<file path="src/rtl/typec_cc_pkg.sv">
// Shared types and constants for the Type-C CC attach detector.
// State encodings are exposed on the debug `state` output, so the values are fixed.
package typec_cc_pkg;

    typedef enum logic [2:0] {
        StUnattached    = 3'd0,
        StAttachWait    = 3'd1,
        StVbusWait      = 3'd2,
        StAttached      = 3'd3,
        StDetachWait    = 3'd4,
        StAccessory     = 3'd5,
        StErrorRecovery = 3'd6
    } cc_state_e;

    // CC code = {cc2, cc1}
    localparam logic [1:0] CC_NONE = 2'b00;
    localparam logic [1:0] CC_1    = 2'b01;
    localparam logic [1:0] CC_2    = 2'b10;
    localparam logic [1:0] CC_ACC  = 2'b11;

    // Plug orientation implied by a single-line CC code: 1 when CC2 carries the pull.
    function automatic logic cc_orientation(input logic [1:0] code);
        return (code == CC_2);
    endfunction

endpackage

</file>
<file path="src/rtl/typec_cc_attach_detector_if.sv">
// Connector-side signal bundle: sampled CC/VBUS levels in, attach status and events out.
// master drives the pins (connector / bench); slave is the detector.
interface typec_cc_attach_detector_if;

    logic       CC1;
    logic       CC2;
    logic       VBUS;
    logic       attached;
    logic       orientation;
    logic       accessory;
    logic       attach_evt;
    logic       detach_evt;
    logic [2:0] state;

    modport master (
        output CC1,
        output CC2,
        output VBUS,
        input  attached,
        input  orientation,
        input  accessory,
        input  attach_evt,
        input  detach_evt,
        input  state
    );

    modport slave (
        input  CC1,
        input  CC2,
        input  VBUS,
        output attached,
        output orientation,
        output accessory,
        output attach_evt,
        output detach_evt,
        output state
    );

endinterface

</file>
<file path="src/rtl/cc_sync.sv">
// Multi-bit two-flop synchronizer for independent, slowly changing level inputs.
// Each bit is synchronized on its own; no cross-bit coherency is implied.
module cc_sync #(
    parameter int unsigned WIDTH = 3
) (
    input  logic             clk,
    input  logic             reset,
    input  logic [WIDTH-1:0] data_i,
    output logic [WIDTH-1:0] data_o
);

    logic [WIDTH-1:0] meta_q;
    logic [WIDTH-1:0] sync_q;

    always_ff @(posedge clk or negedge reset) begin
        if (!reset) begin
            meta_q <= '0;
            sync_q <= '0;
        end else begin
            meta_q <= data_i;
            sync_q <= meta_q;
        end
    end

    assign data_o = sync_q;

endmodule

</file>
<file path="src/rtl/typec_cc_attach_detector.sv">
// Device-side Type-C attach detector: debounces CC, resolves orientation, waits for VBUS,
// and tracks detach. Debug accessories (both CC high) are reported but never "attached".
module typec_cc_attach_detector
    import typec_cc_pkg::*;
#(
    parameter int unsigned DEBOUNCE_CYCLES = 10,
    parameter int unsigned DETACH_CYCLES   = 4,
    parameter int unsigned VBUS_TIMEOUT    = 64,
    parameter int unsigned ERR_CYCLES      = 16,
    parameter int unsigned CNT_W           = 16
) (
    input logic                         clk,
    input logic                         reset,
    typec_cc_attach_detector_if.slave   bus
);

    localparam logic [CNT_W-1:0] DEB_LAST  = CNT_W'(DEBOUNCE_CYCLES - 1);
    localparam logic [CNT_W-1:0] DET_LAST  = CNT_W'(DETACH_CYCLES - 1);
    localparam logic [CNT_W-1:0] VBUS_LAST = CNT_W'(VBUS_TIMEOUT - 1);
    localparam logic [CNT_W-1:0] ERR_LAST  = CNT_W'(ERR_CYCLES - 1);
    localparam logic [CNT_W-1:0] CNT_MAX   = {CNT_W{1'b1}};

    // ------------------------------------------------------------------
    // Input synchronization
    // ------------------------------------------------------------------
    logic [2:0] sync_in;
    logic [2:0] sync_out;
    logic       cc1_s;
    logic       cc2_s;
    logic       vbus_s;
    logic [1:0] code;

    assign sync_in = {bus.VBUS, bus.CC2, bus.CC1};

    cc_sync #(
        .WIDTH (3)
    ) u_cc_sync (
        .clk    (clk),
        .reset  (reset),
        .data_i (sync_in),
        .data_o (sync_out)
    );

    assign cc1_s  = sync_out[0];
    assign cc2_s  = sync_out[1];
    assign vbus_s = sync_out[2];
    assign code   = {cc2_s, cc1_s};

    // ------------------------------------------------------------------
    // State, counter and latched code
    // ------------------------------------------------------------------
    cc_state_e        state_q, state_d;
    logic [CNT_W-1:0] cnt_q, cnt_d;
    logic [1:0]       code_l_q, code_l_d;
    logic             relatch;

    logic attached_q, attached_d;
    logic orientation_q, orientation_d;
    logic accessory_q, accessory_d;
    logic attach_evt_q, attach_evt_d;
    logic detach_evt_q, detach_evt_d;

    always_ff @(posedge clk or negedge reset) begin
        if (!reset) begin
            state_q  <= StUnattached;
            cnt_q    <= '0;
            code_l_q <= CC_NONE;
        end else begin
            state_q  <= state_d;
            cnt_q    <= cnt_d;
            code_l_q <= code_l_d;
        end
    end

    // ------------------------------------------------------------------
    // Next-state logic
    // ------------------------------------------------------------------
    always_comb begin
        state_d  = state_q;
        code_l_d = code_l_q;
        relatch  = 1'b0;

        unique case (state_q)
            StUnattached: begin
                if (code != CC_NONE) begin
                    state_d  = StAttachWait;
                    code_l_d = code;
                end
            end

            StAttachWait: begin
                if (code == CC_NONE) begin
                    state_d = StUnattached;
                end else if (code != code_l_q) begin
                    // New nonzero code restarts the debounce window in place.
                    code_l_d = code;
                    relatch  = 1'b1;
                end else if (cnt_q == DEB_LAST) begin
                    state_d = (code_l_q == CC_ACC) ? StAccessory : StVbusWait;
                end
            end

            StVbusWait: begin
                // CC changes outrank VBUS arrival.
                if (code == CC_NONE) begin
                    state_d = StUnattached;
                end else if (code != code_l_q) begin
                    state_d  = StAttachWait;
                    code_l_d = code;
                end else if (vbus_s) begin
                    state_d = StAttached;
                end else if (cnt_q == VBUS_LAST) begin
                    state_d = StErrorRecovery;
                end
            end

            StAttached: begin
                if (!vbus_s) begin
                    state_d = StErrorRecovery;
                end else if (code == CC_NONE) begin
                    state_d = StDetachWait;
                end
            end

            StDetachWait: begin
                if (code != CC_NONE) begin
                    state_d = StAttached;
                end else if (cnt_q == DET_LAST) begin
                    state_d = StUnattached;
                end
            end

            StAccessory: begin
                if (code != CC_ACC) begin
                    state_d = StUnattached;
                end
            end

            StErrorRecovery: begin
                if (cnt_q == ERR_LAST) begin
                    state_d = StUnattached;
                end
            end

            default: begin
                state_d = StUnattached;
            end
        endcase
    end

    // Shared dwell counter: restarts on any state change or relatch, saturates otherwise.
    always_comb begin
        if ((state_d != state_q) || relatch) begin
            cnt_d = '0;
        end else if (cnt_q == CNT_MAX) begin
            cnt_d = cnt_q;
        end else begin
            cnt_d = cnt_q + CNT_W'(1);
        end
    end

    // ------------------------------------------------------------------
    // Output logic (registered so flags and pulses move with state)
    // ------------------------------------------------------------------
    always_comb begin
        attached_d    = (state_d == StAttached) || (state_d == StDetachWait);
        accessory_d   = (state_d == StAccessory);
        attach_evt_d  = (state_q == StVbusWait) && (state_d == StAttached);
        detach_evt_d  = ((state_q == StDetachWait) && (state_d == StUnattached)) ||
                        ((state_q == StAttached) && (state_d == StErrorRecovery));
        orientation_d = orientation_q;
        if ((state_q == StAttachWait) && (state_d == StVbusWait)) begin
            orientation_d = cc_orientation(code_l_q);
        end
    end

    always_ff @(posedge clk or negedge reset) begin
        if (!reset) begin
            attached_q    <= 1'b0;
            orientation_q <= 1'b0;
            accessory_q   <= 1'b0;
            attach_evt_q  <= 1'b0;
            detach_evt_q  <= 1'b0;
        end else begin
            attached_q    <= attached_d;
            orientation_q <= orientation_d;
            accessory_q   <= accessory_d;
            attach_evt_q  <= attach_evt_d;
            detach_evt_q  <= detach_evt_d;
        end
    end

    assign bus.attached    = attached_q;
    assign bus.orientation = orientation_q;
    assign bus.accessory   = accessory_q;
    assign bus.attach_evt  = attach_evt_q;
    assign bus.detach_evt  = detach_evt_q;
    assign bus.state       = state_q;

endmodule

</file>
<file path="src/flat_wrapper.sv">
// flat-port wrapper written by rule: the top's interface ports become plain ports
module typec_cc_attach_detector_flat import typec_cc_pkg::*;
#(
    parameter int unsigned DEBOUNCE_CYCLES = 10,
    parameter int unsigned DETACH_CYCLES   = 4,
    parameter int unsigned VBUS_TIMEOUT    = 64,
    parameter int unsigned ERR_CYCLES      = 16,
    parameter int unsigned CNT_W           = 16
)
  (clk, reset, bus_CC1, bus_CC2, bus_VBUS, bus_attached, bus_orientation, bus_accessory, bus_attach_evt, bus_detach_evt, bus_state);
  typec_cc_attach_detector_if bus_i ();
  input logic clk;
  input logic reset;
  input wire logic [$bits(bus_i.CC1)-1:0] bus_CC1;
  input wire logic [$bits(bus_i.CC2)-1:0] bus_CC2;
  input wire logic [$bits(bus_i.VBUS)-1:0] bus_VBUS;
  output wire logic [$bits(bus_i.attached)-1:0] bus_attached;
  output wire logic [$bits(bus_i.orientation)-1:0] bus_orientation;
  output wire logic [$bits(bus_i.accessory)-1:0] bus_accessory;
  output wire logic [$bits(bus_i.attach_evt)-1:0] bus_attach_evt;
  output wire logic [$bits(bus_i.detach_evt)-1:0] bus_detach_evt;
  output wire logic [$bits(bus_i.state)-1:0] bus_state;
  assign bus_i.CC1 = bus_CC1;
  assign bus_i.CC2 = bus_CC2;
  assign bus_i.VBUS = bus_VBUS;
  assign bus_attached = bus_i.attached;
  assign bus_orientation = bus_i.orientation;
  assign bus_accessory = bus_i.accessory;
  assign bus_attach_evt = bus_i.attach_evt;
  assign bus_detach_evt = bus_i.detach_evt;
  assign bus_state = bus_i.state;
  typec_cc_attach_detector #(.DEBOUNCE_CYCLES(DEBOUNCE_CYCLES), .DETACH_CYCLES(DETACH_CYCLES), .VBUS_TIMEOUT(VBUS_TIMEOUT), .ERR_CYCLES(ERR_CYCLES), .CNT_W(CNT_W)) u_core (.clk(clk), .reset(reset), .bus(bus_i));
endmodule
</file>
<file path="config.mk">
export PLATFORM = sky130hd
export DESIGN_NAME = typec_cc_attach_detector_flat
export DESIGN_NICKNAME = d
export VERILOG_FILES = /design/src/rtl/typec_cc_pkg.sv /design/src/rtl/typec_cc_attach_detector_if.sv /design/src/rtl/cc_sync.sv /design/src/rtl/typec_cc_attach_detector.sv /design/src/flat_wrapper.sv
export SDC_FILE = /design/constraint.sdc
export NUM_CORES = 1
export LEC_CHECK = 0
export ABC_AREA = 1
export BUFFER_PORTS_ARGS = -buffer_cell sky130_fd_sc_hd__buf_4
export CAP_MARGIN = 20
export CORE_AREA = 8 8 70 72
export DETAILED_ROUTE_END_ITERATION = 10
export DIE_AREA = 0 0 78 80
export GPL_ROUTABILITY_DRIVEN = 0
export PLACE_DENSITY_LB_ADDON = 0.12
export SLEW_MARGIN = 25
export SYNTH_ARGS = -nofsm -noshare
export SYNTH_HDL_FRONTEND = slang
export SYNTH_HIERARCHICAL = 1
export SYNTH_SLANG_ARGS = --single-unit
</file>
<file path="constraint.sdc">
create_clock -name clk -period 1.7 [get_ports clk]
set_input_delay 0.085 -clock clk [delete_from_list [all_inputs] [get_ports clk]]
set_output_delay 0.085 -clock clk [all_outputs]
set_load 0.05 [all_outputs]
</file>
[After elaboration in Yosys (flattened, before gate mapping)]
Index checks and enable logic that the tools add are counted.
Word-level totals
  register bits after elaboration: 32
  latch bits: 0
  RAM bits: 0
  memory bits (read-only): 0
  output and inout bits: 8
  logic and storage cells: 75
  memories: 0
Operators by class
  add/subtract/negate cells: 1
  multiply operators: 0
  divide/modulo/power cells: 0
  order comparisons: 0
  equality and inequality tests: 25
  shift operators: 0
  muxes and demuxes: 25
  bitwise logic cells: 0
  reduce and logical (&&, ||, !) cells: 14
Operator list (count)
  $mux W3: 15
  $eq A16 B4 Y1 const B: 2
  $mux W16: 2
  $pmux W3 S7: 1
  $eq A3 B3 Y1 const B: 6
  $add A16 B1 Y16 const B: 1
  $eq A16 B16 Y1 const B: 1
  $eq A16 B2 Y1 const B: 1
  $eq A16 B6 Y1 const B: 1
  $eq A3 B2 Y1 const B: 4
  $logic_not A3 Y1: 2
  $mux W2: 3
  $ne A2 B1 Y1 const B: 3
  $eq A2 B2 Y1 const B: 2
  $logic_and A1 B1 Y1: 4
  $ne A2 B2 Y1 const B: 2
  $pmux W2 S2: 1
  $reduce_and A4 Y1: 1
  $reduce_bool A2 Y1: 2
  $eq A3 B1 Y1 const B: 1
  $logic_or A1 B1 Y1: 3
  $mux W1: 3
  $ne A3 B3 Y1: 1
  $logic_not A2 Y1: 1
  other kinds (2): 2

[Logic depth before layout (Yosys ltp)]
  word-level depth: 9
  mapped depth: 16
  mapped depth without buffers: 15

[Hierarchy]
Netlist, hierarchy kept.
By module, submodules not included
  typec_cc_attach_detector: instances 1, cells an instance 242, area each 1806.7 µm², sequential area each 650.6 µm²
  cc_sync: instances 1, cells an instance 6, area each 150.1 µm², sequential area each 150.1 µm²

[Least setup slack after synthesis]
No wires, ideal clock.
  path type: flip-flop to flip-flop
  start point: register u_core.state_q[1], in the netlist u_core/bus.state[1]
  end point: register u_core.cnt_q[2]
  library setup time: 68 ps
  data arrival time: 1934 ps
  required time: 1632 ps
  path slack: -302 ps
  stages on the path, launching flop included: 12
  path buffers: 1
  cells stage by stage: dfrtp_1 -> inv_2 -> nor3_2 -> nand4_1 -> o21ai_1 -> nand2_2 -> nand2_4 -> nand2_2 -> nand2_2 -> nand3_4 -> buf_12 -> nor2_4
RTL lines
  start, declared: RTL line typec_cc_attach_detector.sv:52  | cc_state_e state_q, state_d;
  start signal, assigned: RTL line typec_cc_attach_detector.sv:65  | state_q <= StUnattached;
  start signal, assigned: RTL line typec_cc_attach_detector.sv:69  | state_q <= state_d;
  $eq A3 B3 Y1, or another cell as far along: RTL line typec_cc_attach_detector.sv:83  | unique case (state_q)
  $pmux W3 S7 (*): RTL line typec_cc_attach_detector.sv:83
  net u_core.state_d[2]: RTL line typec_cc_attach_detector.sv:52
  $ne A3 B3 Y1 (*): RTL line typec_cc_attach_detector.sv:153  | if ((state_d != state_q) || relatch) begin
  $logic_or A1 B1 Y1 (*): RTL line typec_cc_attach_detector.sv:153
  $ne A2 B1 Y1 (no source line) or $mux W16 (tied branches)
  end signal, assigned: RTL line typec_cc_attach_detector.sv:70  | cnt_q <= cnt_d;
  end, declared: RTL line typec_cc_attach_detector.sv:53  | logic [CNT_W-1:0] cnt_q, cnt_d;
Mark *: on every way through the listed nets, which the timed path passes. The rest lies on a longest branch.
A chain may end at the register's enable or synchronous reset.

[Worst setup path in the final report]
  start point: register u_core.cnt_q[6]
  end point: register u_core.cnt_q[5]
Between the ends
  longest elaborated chain between the ends: 9
Ends and longest elaborated chain
  $eq A16 B6 Y1: RTL line typec_cc_attach_detector.sv:112  | end else if (cnt_q == VBUS_LAST) begin
  $mux W3: RTL line typec_cc_attach_detector.sv:112
  $mux W3: RTL line typec_cc_attach_detector.sv:110  | end else if (vbus_s) begin
  $mux W3: RTL line typec_cc_attach_detector.sv:107  | end else if (code != code_l_q) begin
  $mux W3: RTL line typec_cc_attach_detector.sv:105  | if (code == CC_NONE) begin
  $pmux W3 S7 (*): RTL line typec_cc_attach_detector.sv:83
  net u_core.state_d[1]: RTL line typec_cc_attach_detector.sv:52
  $ne A3 B3 Y1 (*): RTL line typec_cc_attach_detector.sv:153
  $logic_or A1 B1 Y1 (*): RTL line typec_cc_attach_detector.sv:153
  $ne A2 B1 Y1 (no source line) or $mux W16 (tied branches)
Marked as above.

==> results <==
- The run finished, with violations left.
- The final reports fail on setup timing.
- The area used by sequential logic in the layout is around 800 um2.
- The number of different library cells used by synthesis comes to 29.
- The total design power is between 2000 and 2500 uW.
- The worst pin sits at a relative slew slack of between 70 and 80%.
- Setup repair after global routing could not meet its margin everywhere.
- The I/O pin count is 13.
- The pin count of the biggest net entering global routing is 33.
- The initial antenna violation count is 0.
- The fraction of final layout cells sized beyond drive strength 1 is 52.10%.
- Once detailed placement completed, the half-perimeter wirelength came to around 3700 um.
- The internal portion of the total power is roughly 1500 uW.
- The number of warning messages in the yosys log is 6.
- The smallest setup slack after layout is -0.1903 ns.
- Data on the critical path is required at its endpoint by ~1.9 ns.
- Across every metal layer, demand over resource in global routing totals around 17%.
- Fill cells in the final layout number roughly 280.
- In this run the standard cell core region covers roughly 3900 um2.
- In this run the remaining antenna-violating nets after routing total 0.
- The part of the cycle the worst path needs is 111.2%.
- The first routing iteration left between 60 and 70 violations.
- The static leakage power is approximately 0.0014 uW.
- At the end of the flow the core is filled with cells to a little under 80%.
- The via count of the first global-routing pass is 1903.
- The final-report setup violation count is 17.
- On the worst path, the slowest cell contributes a delay of between 0.3 and 0.4 ns.
- For the final database, setup skew stands at 0.005251 ns.
- The DRC violation count after routing is 0.
- The share of total power in sequential cells is about two fifths.
- After clock tree synthesis, the clock-pin slew on the worst setup and hold paths is about 0.07 ns.
- The number of pins with negative max-slew slack in the final report came to 0.
- TritonCTS built the clock tree.
- The tool flagged a number of max-cap violations equal to 0.
- The final layout contains routed wiring with a total length of between 5000 and 6000 um.
- The aggregate global routing overflow is 0.
- The kind of cell adding the most delay to the critical path is simple AND/OR/NAND/NOR gates.
- The number of iterations in the first detailed-routing pass is 4.
- The critical path class is reg2reg.
- The first global-routing pass estimated between 8000 and 9000 um of wire.
- During placement, the flow inserted port buffers numbering 12.
- The net load switching power is between 600 and 700 uW.
- The setup total negative slack is -2.782 ns.
- The net count of the finished layout is 340.
- The number of antenna cells inserted is 0.
- The longest clock path from root to sink contains 2 buffers.
- The maximum fanout along the worst path is 7.
- The share of total power dissipated in the clock network is between 30% and 40%.
- The areal power density over the cells is 679.4 nW/um2.
- The actual transition at the worst max-transition pin is between 0.4 and 0.5 ns.
- After synthesis, flip-flops and latches occupy 40.92% of the total area.
- Data arrives at the worst endpoint at between 2 and 2.5 ns.
- The cell sitting at the root of the clock tree is a clkbuf_8.
- The share of power burned in combinational logic is 23.8%.
- The number of clock sinks seen by CTS is 32.
- STA classifies the critical path startpoint as a flip-flop.
- In the final layout, the multi-input gates occupy about 1300 um2.
- Timing would allow up to approximately 530 MHz.
- The per-instance average area after synthesis is between 7 and 8 um2.
- Synthesis handed over a netlist of 248 instances.
- The via density per instance is just over 5.
- IR analysis of the VDD net gives a maximum drop of approximately 520 uV.
- The most frequent cell on the critical path is nand2_2.
- The largest individual stage delay along the critical path comes from the cell dfrtp_1.
- The area added between synthesis and finish is 55.12%.
- Clock tree synthesis inserted a total of 5 buffers.
- The switching part of the total power is approximately 30%.
- The number of rows created at floorplan is 23.
- The floorplan step set the die height to ~80 um.
- The clock reaches the later pin of the worst-skew pair after 0.29 ns.
- The detailed-route wire length per cell is around 14 um.
- Counting flops and latches in the post-synthesis netlist gives 32.
- Summing every instance area after synthesis gives 1957 um2.
- The final critical path time including I/O delays and setup is around 1.9 ns.
- The critical path endpoint category is a flip-flop.
- The signal on the critical path passes through nor2_2 > nand3_2 > nor2_2 > nand2_1 > a21oi_2 > nand2_2 > nand2_2 > nand2_2 > nor2_4 > nand3_4 > buf_12 > nor2_1.
- The type of the worst min-delay path is in2async.
- The clock tree synthesis step divided the H-tree into 2 levels.
- The worst path buffer plus inverter count is 1.
- The routed layout has 1947 vias.
- The horizontal die dimension is approximately 78 um.
- The area enclosed by the die boundary is between 6000 and 7000 um2.
- The final number of hold-violating endpoints was 0.
- Hold is met by 0.2609 ns.
- The number of nets in the synthesized netlist is 255.
- The initial utilization of the core area, before any placement, comes to 50.75%.
## layout by cell type, fill, tap and decap left out, types with 3 or more instances in the layout
cell | synthesis | final
nand2_4 | 2 | 3
nor2_4 | 12 | 17
nand4_1 | 7 | 7
nand3_4 | 1 | 5
nand2_2 | 9 | 13
inv_2 | 9 | 8
dfrtp_4 | 0 | 3
dlygate4sd3_1 | 0 | 4
o21ai_1 | 3 | 3
nor3_2 | 1 | 3
o21ai_0 | 11 | 10
a21oi_2 | 2 | 4
clkbuf_8 | 0 | 5
buf_4 | 1 | 72
inv_4 | 0 | 3
nor2_2 | 4 | 11
a21oi_1 | 6 | 4
nand2_1 | 49 | 44
nor2_1 | 28 | 16
nand3_1 | 19 | 9
inv_1 | 28 | 26
xor2_1 | 6 | 4
dfrtp_1 | 32 | 27
nand3_2 | 2 | 8
nor3_1 | 6 | 3
## Yosys cell counts (all sizes together)
cell type | number | area (um2)
nor4 | 2 | 12.51
o31ai | 1 | 7.510
dfrtp | 32 | 800.8
nand2 | 60 | 262.8
buf | 2 | 27.53
o22ai | 1 | 6.260
o2111ai | 1 | 8.760
a21oi | 8 | 47.55
ha | 2 | 25.02
nor2 | 44 | 265.3
xnor2 | 1 | 8.760
nor3 | 7 | 40.04
a31oi | 1 | 6.260
nand4 | 7 | 43.79
nand3 | 22 | 132.6
xor2 | 6 | 52.55
o21ai | 14 | 70.06
inv | 37 | 138.9
## through the flow
stage          std cells  worst slack (ns)  area [um2]
3_3_place_gp         367           -0.2050        2641
3_5_place_dp         367           -0.2565        2641
4_1_cts              381           -0.2009        2874
6_report             384           -0.1903        3035
5_1_grt              384           -0.3040        3035
2_1_floorplan        248          -0.05109        2048
## metal layers
layer	vias up	track usage [%]	wire length [um]
met4	0	7.037	112
met5	-	0	0
met3	12	4.617	258
met2	50	29.74	2752
li1	966	-	-
met1	919	19.85	2126
## worst paths after layout
check                                                          start  slack [ns]  cells after the start                                   end
worst max-delay path                     u_core/cnt_q[6]$_DFFE_PN0P_       -0.19                     12           u_core/cnt_q[5]$_DFFE_PN0P_
worst min-delay path                                           reset        0.26                      2          u_core/cnt_q[12]$_DFFE_PN0P_
worst max register to register           u_core/cnt_q[6]$_DFFE_PN0P_       -0.19                     12           u_core/cnt_q[5]$_DFFE_PN0P_
worst min register to register  u_core/u_cc_sync/meta_q[2]$_DFF_PN0_        0.36                      0  u_core/u_cc_sync/data_o[2]$_DFF_PN0_
max in group asynchronous                                      reset        1.11                      2           u_core/cnt_q[3]$_DFFE_PN0P_
min in group clk                u_core/u_cc_sync/meta_q[2]$_DFF_PN0_        0.36                      0  u_core/u_cc_sync/data_o[2]$_DFF_PN0_
## area by class of cell
class	count	share of cell area, %
repair buffers	80	21.19
clock inverters	3	1.401
inverters	37	4.823
well taps	50	2.061
clock buffers	5	2.267
multi-input cells	177	41.43
flip-flops and latches	32	26.83
## registers in the layout (all words and copies together), names as in the netlist
name,flops
u_core/cnt_q,16
u_core/bus.detach_evt,1
u_core/bus.attached,1
u_core/bus.state,3
u_core/u_cc_sync/meta_q,3
u_core/code_l_q,2
u_core/bus.attach_evt,1
u_core/bus.accessory,1
u_core/bus.orientation,1
u_core/u_cc_sync/data_o,3
## timing repair
| item | in CTS | in global routing |
|---|---|---|
| setup buffers | 2 | 3 |
| endpoints found under the hold margin | 35 | 0 |
| endpoints found under the setup margin | 20 | 22 |
| hold buffers | 4 | 0 |
| pin swaps | 3 | 14 |
| resized for setup | 15 | 32 |
## power by group through the flow
| stage | clock network, uW | registers [uW] | logic [uW] |
|---|---|---|---|
| after global routing | 787 | 835 | 534 |
| after global placement | 0 | 841 | 418 |
| after floorplan | 0 | 855 | 232 |
| after detailed placement | 0 | 843 | 424 |
| final | 740 | 832 | 490 |
| after CTS | 756 | 828 | 455 |
## logic make-up after synthesis
family	count (synthesis)	synth area share, %
AOI/OAI and AO/OA	26	7.481
xor gates and xnor gates	7	3.133
adders and majority gates	2	1.279
buffers and inverters	39	8.504
DFF	32	40.92
and+or+nand+nor	142	38.68
(Power assumes the default switching activity.)
